$ cat src/rtl/mac_simd_pipe.sv
// Three-stage signed multiply-accumulate with guard bits, saturation and a
// dual-lane SIMD mode. The accumulator lives only in the last stage.
module mac_simd_pipe #(
  parameter int unsigned DW = 16,
  parameter int unsigned GB = 8
) (
  input  logic                clk,
  input  logic                reset_n,
  input  logic                stall,
  input  logic                in_valid,
  input  logic [2:0]          instruction,
  input  logic [DW-1:0]       multiplier,
  input  logic [DW-1:0]       multiplicand,
  output logic                out_valid,
  output logic [2*DW-1:0]     result,
  output logic [GB-1:0]       guard,
  output logic                ovf
);

  localparam int unsigned PW = 2 * DW;
  localparam int unsigned AW = PW + GB;
  localparam int unsigned HW = DW / 2;
  localparam int unsigned HG = GB / 2;
  localparam int unsigned LW = DW + HG;

  typedef enum logic [2:0] {
    OP_CLR  = 3'b000,
    OP_MUL  = 3'b001,
    OP_MAC  = 3'b010,
    OP_SAT  = 3'b011,
    OP_NOP  = 3'b100,
    OP_MUL2 = 3'b101,
    OP_MAC2 = 3'b110,
    OP_SAT2 = 3'b111
  } op_e;

  localparam logic [AW-1:0] FULL_MAX = {{(GB + 1){1'b0}}, {(PW - 1){1'b1}}};
  localparam logic [AW-1:0] FULL_MIN = {{(GB + 1){1'b1}}, {(PW - 1){1'b0}}};
  localparam logic [LW-1:0] LANE_MAX = {{(HG + 1){1'b0}}, {(DW - 1){1'b1}}};
  localparam logic [LW-1:0] LANE_MIN = {{(HG + 1){1'b1}}, {(DW - 1){1'b0}}};

  // S1: operand/opcode capture
  logic          s1_valid;
  op_e           s1_op;
  logic [DW-1:0] s1_a;
  logic [DW-1:0] s1_b;

  // S2: registered products
  logic          s2_valid;
  op_e           s2_op;
  logic [PW-1:0] s2_full;
  logic [DW-1:0] s2_lp0;
  logic [DW-1:0] s2_lp1;

  // S3: accumulator
  logic [AW-1:0] acc;

  logic [PW-1:0] full_prod_c;
  logic [DW-1:0] lp0_c;
  logic [DW-1:0] lp1_c;
  logic [AW-1:0] acc_nxt;
  logic          ovf_nxt;

  // Lane clamp: returns {clipped, value}; in range when the bits above the
  // DW-bit signed window are all copies of its sign bit.
  function automatic logic [LW:0] lane_sat(input logic [LW-1:0] v);
    logic [HG:0] top;
    top = v[LW-1:DW-1];
    if ((&top) || !(|top)) lane_sat = {1'b0, v};
    else if (v[LW-1])      lane_sat = {1'b1, LANE_MIN};
    else                   lane_sat = {1'b1, LANE_MAX};
  endfunction

  always_comb begin
    full_prod_c = PW'($signed(s1_a)) * PW'($signed(s1_b));
    lp0_c       = DW'($signed(s1_a[HW-1:0])) * DW'($signed(s1_b[HW-1:0]));
    lp1_c       = DW'($signed(s1_a[DW-1:HW])) * DW'($signed(s1_b[DW-1:HW]));
  end

  logic [AW-1:0] full_ext;
  logic [LW-1:0] lane0, lane1, l0_ext, l1_ext, l0_nxt, l1_nxt;
  logic [LW:0]   l0_sat, l1_sat;
  logic [GB:0]   full_top;
  logic          dual;

  // Next accumulator / overflow from the S2 payload
  always_comb begin
    acc_nxt  = acc;
    ovf_nxt  = ovf;
    dual     = 1'b0;
    full_ext = AW'($signed(s2_full));
    full_top = acc[AW-1:PW-1];
    lane0    = {acc[PW+HG-1:PW], acc[DW-1:0]};
    lane1    = {acc[AW-1:PW+HG], acc[PW-1:DW]};
    l0_ext   = LW'($signed(s2_lp0));
    l1_ext   = LW'($signed(s2_lp1));
    l0_nxt   = lane0;
    l1_nxt   = lane1;
    l0_sat   = lane_sat(lane0);
    l1_sat   = lane_sat(lane1);
    case (s2_op)
      OP_CLR: begin
        acc_nxt = '0;
        ovf_nxt = 1'b0;
      end
      OP_MUL: acc_nxt = full_ext;
      OP_MAC: acc_nxt = acc + full_ext;
      OP_SAT: begin
        if (!((&full_top) || !(|full_top))) begin
          acc_nxt = acc[AW-1] ? FULL_MIN : FULL_MAX;
          ovf_nxt = 1'b1;
        end
      end
      OP_NOP: acc_nxt = acc;
      OP_MUL2: begin
        dual   = 1'b1;
        l0_nxt = l0_ext;
        l1_nxt = l1_ext;
      end
      OP_MAC2: begin
        dual   = 1'b1;
        l0_nxt = lane0 + l0_ext;
        l1_nxt = lane1 + l1_ext;
      end
      OP_SAT2: begin
        dual   = 1'b1;
        l0_nxt = l0_sat[LW-1:0];
        l1_nxt = l1_sat[LW-1:0];
        if (l0_sat[LW] || l1_sat[LW]) ovf_nxt = 1'b1;
      end
      default: acc_nxt = acc;
    endcase
    if (dual) acc_nxt = {l1_nxt[LW-1:DW], l0_nxt[LW-1:DW], l1_nxt[DW-1:0], l0_nxt[DW-1:0]};
  end

  // Pipeline registers; stall freezes every stage including outputs
  always_ff @(posedge clk or negedge reset_n) begin
    if (!reset_n) begin
      s1_valid  <= 1'b0;
      s1_op     <= OP_CLR;
      s1_a      <= '0;
      s1_b      <= '0;
      s2_valid  <= 1'b0;
      s2_op     <= OP_CLR;
      s2_full   <= '0;
      s2_lp0    <= '0;
      s2_lp1    <= '0;
      acc       <= '0;
      ovf       <= 1'b0;
      out_valid <= 1'b0;
    end else if (!stall) begin
      s1_valid  <= in_valid;
      s1_op     <= op_e'(instruction);
      s1_a      <= multiplier;
      s1_b      <= multiplicand;
      s2_valid  <= s1_valid;
      s2_op     <= s1_op;
      s2_full   <= full_prod_c;
      s2_lp0    <= lp0_c;
      s2_lp1    <= lp1_c;
      out_valid <= s2_valid;
      if (s2_valid) begin
        acc <= acc_nxt;
        ovf <= ovf_nxt;
      end
    end
  end

  assign result = acc[PW-1:0];
  assign guard  = acc[AW-1:PW];

endmodule

$ cat config.mk
export PLATFORM = sky130hd
export DESIGN_NAME = mac_simd_pipe
export DESIGN_NICKNAME = d
export VERILOG_FILES = /design/src/rtl/mac_simd_pipe.sv
export SDC_FILE = /design/constraint.sdc
export NUM_CORES = 1
export LEC_CHECK = 0
export BUFFER_PORTS_ARGS = -buffer_cell sky130_fd_sc_hd__clkbuf_2
export CAP_MARGIN = 20
export CELL_PAD_IN_SITES_DETAIL_PLACEMENT = 0
export CELL_PAD_IN_SITES_GLOBAL_PLACEMENT = 1
export CORE_MARGIN = 2
export CORE_UTILIZATION = 35
export DETAILED_ROUTE_END_ITERATION = 10
export PLACE_DENSITY = 0.7
export RECOVER_POWER = 25
export SETUP_SLACK_MARGIN = 0.02
export SLEW_MARGIN = 15
export SYNTH_ARGS = -nofsm -noshare
export SYNTH_HDL_FRONTEND = slang
export SYNTH_SLANG_ARGS = --single-unit
$ cat constraint.sdc
create_clock -name clk -period 10.6 [get_ports clk]
set_input_delay 1.06 -clock clk [delete_from_list [all_inputs] [get_ports clk]]
set_output_delay 1.06 -clock clk [all_outputs]
set_load 0.03 [all_outputs]
* Yosys cells after proc, flatten, opt, wreduce, memory -nomap -nowiden
Cells that the tools add are included.
Cells by class: multiply operators 3, equal/unequal tests 12, reduce and logical (&&, ||, !) cells 20, add/sub/neg operators 3, muxes and demuxes 14, bitwise logic cells 1
Operator list (number):
- 40-bit case mux with 4 select lines | 1
- 40-bit two-way mux | 3
- 20-bit case mux with 3 select lines | 2
- 21-bit two-way mux | 2
- 20-bit adder | 2
- 40-bit adder | 1
- 20-bit two-way mux | 2
- 16-bit by 16-bit multiplier with 32-bit output | 1
- 8-bit by 8-bit multiplier with 16-bit output | 2
- 5-bit AND reduction | 3
- 6-bit AND reduction | 2
- 5-bit OR reduction | 2
- 3-bit == test (second input constant) | 3
- 3-bit inequality test (second input constant) | 3
- 9-bit AND reduction | 1
- 9-bit OR reduction | 1
- 3-bit by 2-bit == test with 1-bit output (second input constant) | 2
- 5-bit nonzero test | 1
- 1-bit logical OR | 4
- 2-bit inequality test (second input constant) | 2
- 4-bit by 1-bit inequality test with 1-bit output (second input constant) | 1
- 3-bit by 1-bit == test with 1-bit output (second input constant) | 1
- 1-bit zero test | 3
- 3-bit zero test | 1
- 5 further kinds | 7
Word-level totals: flip-flop bits (word level) 146, logic and storage cells 66

* Logic depth before layout (Yosys ltp)
depth in word-level cells 7, gate-level depth with buffers 26, gate-level depth less buffers 25

* Worst setup path before layout
OpenSTA, ideal clock, no wires.
path type reg2reg, from register s1_b[5], to register s2_full[28], library setup time 120 ps, stages on the path, launching flop included 24, period minus slack after synthesis 6322 ps, data arrival time 6202 ps, setup slack 4278 ps, path through dfrtp_1 > clkbuf_1 > nand2_1 > inv_1 > fa_1 > inv_1 > fa_1 > inv_1 > fa_1 > inv_1 > fa_1 > fa_1 > fa_1 > inv_1 > ha_1 > and3_1 > a221o_1 > a31o_2 > a31o_2 > a311oi_1 > nor2_1 > o21a_1 > or3_1 > a31o_2
Between the ends: cells in the longest elaborated chain, start to end 1
Ends and longest elaborated chain:
- start: declaration | RTL line 46 | logic [DW-1:0] s1_b;
- start signal: assignment | RTL line 155 | s1_b <= multiplicand;
- 16-bit by 16-bit multiplier with 32-bit output | RTL line 75 | full_prod_c = PW'($signed(s1_a)) * PW'($signed(s1_b));
- end signal: assignment | RTL line 158 | s2_full <= full_prod_c;
- end: declaration | RTL line 51 | logic [PW-1:0] s2_full;
No other way between the ends. A chain may end at the register's enable or synchronous reset.

* Worst setup path in the final report
from register s1_b[2], to register s2_full[28]
The elaborated chain is that of the path after synthesis.

==> impl_table.tex <==
\begin{tabular}{lr}
\hline
Metric & Value \\
\hline
\multicolumn{2}{l}{\textbf{Synthesis}} \\
Largest family of logic cells by synthesized area & adder cells \\
Synth Area in Adders & 0.414 \\
Share of synthesized area occupied by flip-flops and latches & 0.154 \\
Post-synthesis xor/xnor area fraction & 0.0433 \\
Mean instance size in the synthesized netlist & 9.04 sq um \\
Post-synth net total & approximately 3200 \\
Post-synth top flop & sky130\_fd\_sc\_hd\_\_dfrtp\_1 \\
Library cells used by synthesis & 73 \\
Fraction of registers with async set/reset & 1.00 \\
Area fraction in and, or, nand and nor cells after synthesis & 0.129 \\
Synth Warn \# & 0 \\
Number of synthesized flops with an enable pin & 0 \\
Cell Area, Synth & approximately 0.023 sq mm \\
Synthesized instance count & 2593 \\
Total of flip-flops plus latches after synthesis & 144 \\
Post-synthesis mux area share & 0.0273 \\
Compound-gate portion of the synthesized area & 0.138 \\
\multicolumn{2}{l}{\textbf{STA}} \\
Setup violators final & 0 \\
Unrepaired setup endpoints after global routing & false \\
Total negative slack & 0 ps \\
Final Hold Violating Endpoints & 0 \\
Highest Clock Rate & approximately 140 MHz \\
Time the worst path needs with I/O delays and setup & 6990 ps \\
Actual transition at the worst max-transition pin & about 5600 ps \\
Max Transition Viols Final & 91 \\
Worst Skew & 18.7 ps \\
Share of the clock period used by the worst path & 0.659 \\
Worst relative slew slack & -2.73 \\
\multicolumn{2}{l}{\textbf{Clock tree}} \\
Later-pin clock latency in the skew report & 490 ps \\
Number of gates resized after CTS & 0 \\
Hold bufs inserted after CTS & 0 \\
Htree depth & 4 \\
Number of setup buffers added after CTS & 0 \\
Longest Clk Path Bufs & 2 \\
Inserted Clock Buffers & 17 \\
Clock input transition at the sequential cells of the worst setup and hold paths & 70 ps \\
Sinks on Clock Net & 144 \\
Buffer type at the clock tree root & sky130\_fd\_sc\_hd\_\_clkbuf\_16 \\
TritonCTS clock tree & done \\
\multicolumn{2}{l}{\textbf{Finish}} \\
Layout overhead on the synthesized area & 8.04\% \\
Leading cell type in the layout, fill and taps excluded & sky130\_fd\_sc\_hd\_\_inv\_1 \\
Final net count & $\sim$3200 \\
Layout cell share with drive strength beyond 1 & 0.0793 \\
Count of fill cells added during filler insertion & 6713 \\
\# diodes & 0 \\
Leading cell types in the layout, fill and taps excluded & sky130\_fd\_sc\_hd\_\_inv\_1 (502), sky130\_fd\_sc\_hd\_\_fa\_1 (352), sky130\_fd\_sc\_hd\_\_nand2\_1 (250) \\
\multicolumn{2}{l}{\textbf{Die}} \\
Die outline height & 263 microns \\
Overall die area & 0.0691 sq mm \\
Die width & roughly 260 microns \\
Count of pins on the block boundary & a little over 80 \\
Standard-cell rows & 94 \\
Initial Utilization & 0.355 \\
Area of the core & 0.0661 sq mm \\
\multicolumn{2}{l}{\textbf{Worst setup path}} \\
Type of origin of the critical path & flop \\
Startpoint-to-endpoint class of the critical path & flop to flop \\
CP dominant cell by count & sky130\_fd\_sc\_hd\_\_fa\_1 \\
Maximum fanout count along the critical path & 17 \\
Largest stage delay, worst path & 820 ps \\
Worst path cell trace & nand2\_1 > fa\_1 > fa\_1 > inv\_1 > fa\_1 > inv\_1 > fa\_1 > fa\_1 > fa\_1 > inv\_1 > ha\_1 > and3\_1 > a221o\_1 > a31o\_2 > a31o\_2 > a311oi\_1 > nor2\_1 > o21a\_1 > or3\_1 > a31o\_2 \\
CP arrival & 7360 ps \\
Source of the worst register-to-register timing path & s1\_b[2] \\
FF-to-FF setup slack & 3610 ps \\
Worst setup path startpoint & s1\_b[2] \\
Setup crit end kind & flop \\
Cells on worst reg2reg path & 20 \\
Worst r2r dst & s2\_full[28] \\
Cell type of the slowest stage on the worst timing path & sky130\_fd\_sc\_hd\_\_dfrtp\_1 \\
Data required time of the critical path & 10970 ps \\
\multicolumn{2}{l}{\textbf{Routing}} \\
Total wirelength of the detailed-routed design & 64900 microns \\
Final antenna-violating net count & 0 \\
Detailed-route DRC error count & 0 \\
Average vias per placed instance & between 5 and 6 \\
Vias & 17900 \\
Routed length per placed instance & 18.5 microns \\
Number of iterations in the first detailed-routing pass & 7 \\
Initial DRC count & 1039 \\
\multicolumn{2}{l}{\textbf{Global route}} \\
Global-route congestion overflow total & 0 \\
Overall routing resource usage & 0.193 \\
Largest net degree at the start of global routing & 91 \\
First-pass GRT wire length & 105000 microns \\
Initial antenna violation count & 0 \\
Via count of the first global-routing pass & 19000 \\
\multicolumn{2}{l}{\textbf{Job}} \\
Count of maximum capacitance violations & 1 \\
\multicolumn{2}{l}{\textbf{Worst hold path}} \\
Count of cells along the worst hold path & 2 \\
HP Start & out\_valid \\
Worst min path class & flop to flop \\
Worst Hold Endpoint & out\_valid \\
\multicolumn{2}{l}{\textbf{Placed design}} \\
HPWL after DPL & 52400 microns \\
Final weighted congestion in routability-driven placement & 0.906 \\
Number of port buffers & 80 \\
\multicolumn{2}{l}{\textbf{Status}} \\
Status & finished, violations left \\
Violated checks & max-capacitance violations, max-slew violations \\
\hline
\end{tabular}
## metal layers
| metal | routed length [microns] | vias up | track usage |
|---|---|---|---|
| li1 | - | 8459 | - |
| met1 | 31100 | 8973 | 0.265 |
| met2 | 30500 | 386 | 0.321 |
| met3 | 2260 | 61 | 0.0259 |
| met4 | 986 | 0 | 0.0457 |
| met5 | 0 | - | 0 |
## state kept, by name, summed over array words and instances, names as in the netlist
| register | count |
|---|---|
| s1_op | 3 |
| s1_valid | 1 |
| s2_lp0 | 14 |
| s2_op | 3 |
| s2_full | 32 |
| s2_lp1 | 16 |
| s1_b | 16 |
| s2_valid | 1 |
| ovf | 1 |
| out_valid | 1 |
| acc | 40 |
| s1_a | 16 |
## Yosys cell counts (all sizes together), types with 10 or more instances
| cell | number | share of area |
|---|---|---|
| mux2 | 56 | 0.027 |
| a21oi | 115 | 0.025 |
| inv | 502 | 0.080 |
| a21boi | 11 | 0.0035 |
| fa | 352 | 0.30 |
| o21bai | 14 | 0.0045 |
| and2 | 122 | 0.033 |
| nor2b | 11 | 0.0029 |
| a221oi | 36 | 0.013 |
| clkbuf | 86 | 0.014 |
| a31oi | 18 | 0.0048 |
| o211ai | 10 | 0.0032 |
| o31ai | 16 | 0.0051 |
| a211oi | 19 | 0.0061 |
| nor2 | 115 | 0.018 |
| xor2 | 38 | 0.014 |
| nor3 | 17 | 0.0036 |
| and3 | 16 | 0.0045 |
| nand2b | 34 | 0.0091 |
| nand2 | 250 | 0.040 |
| o21a | 21 | 0.0067 |
| ha | 213 | 0.11 |
| a21o | 45 | 0.014 |
| dfrtp | 144 | 0.15 |
| xnor2 | 78 | 0.029 |
| o21ai | 127 | 0.027 |
| nand3 | 18 | 0.0038 |
## cell type report
class                           instances  area [sq um]  area share
Multi-Input combinational cell       1858         17600       0.696
Sequential cell                       144          3600       0.142
Inverter                              503          1890      0.0745
Tap cell                              864          1080      0.0427
Timing Repair Buffer                   97           529      0.0209
Clock buffer                           17           425      0.0168
Clock inverter                         15           163     0.00642
## critical path: cells and delay by family (launching register included)
kind | cells | cell delay (ps)
buffers and inverters | 3 | 160
flip-flops | 1 | 820
adder cells (fa/ha/maj) | 7 | 3410
AND/OR/NAND/NOR | 4 | 820
AO/OA/AOI/OAI | 6 | 1650
## cell families after synthesis
| logic type | after synthesis |
|---|---|
| mux | 57 |
| fa+ha+maj | 565 |
| xor+xnor | 116 |
| buf+inv | 591 |
| flops | 144 |
| compound gates | 492 |
| simple gates | 628 |
## worst max path at each step
stage	end	slack (ps)	cells past startpoint
6_report	s2_full[28]	3610	20
4_1_cts	s2_full[28]	3620	20
5_1_grt	s2_full[28]	3280	21
2_1_floorplan	s2_full[28]	4280	23
3_5_place_dp	s2_full[28]	3650	20
3_3_place_gp	s2_full[28]	3770	20
## per-stage QoR
step | hold WS, ps | std cells | worst slack [ps] | cell area, sq um | util
2_1_floorplan | 466 | 2593 | 4280 | 23400 | -
3_3_place_gp | 467 | 3466 | 3770 | 24800 | 0.374
3_5_place_dp | 468 | 3466 | 3650 | 24800 | 0.374
4_1_cts | 486 | 3498 | 3620 | 25300 | 0.383
5_1_grt | 501 | 3498 | 3280 | 25300 | 0.383
6_report | 479 | 3498 | 3610 | 25300 | 0.383
Power is not shown: default switching activity piles up to over one toggle a cycle in this logic, so the estimate is an artifact.
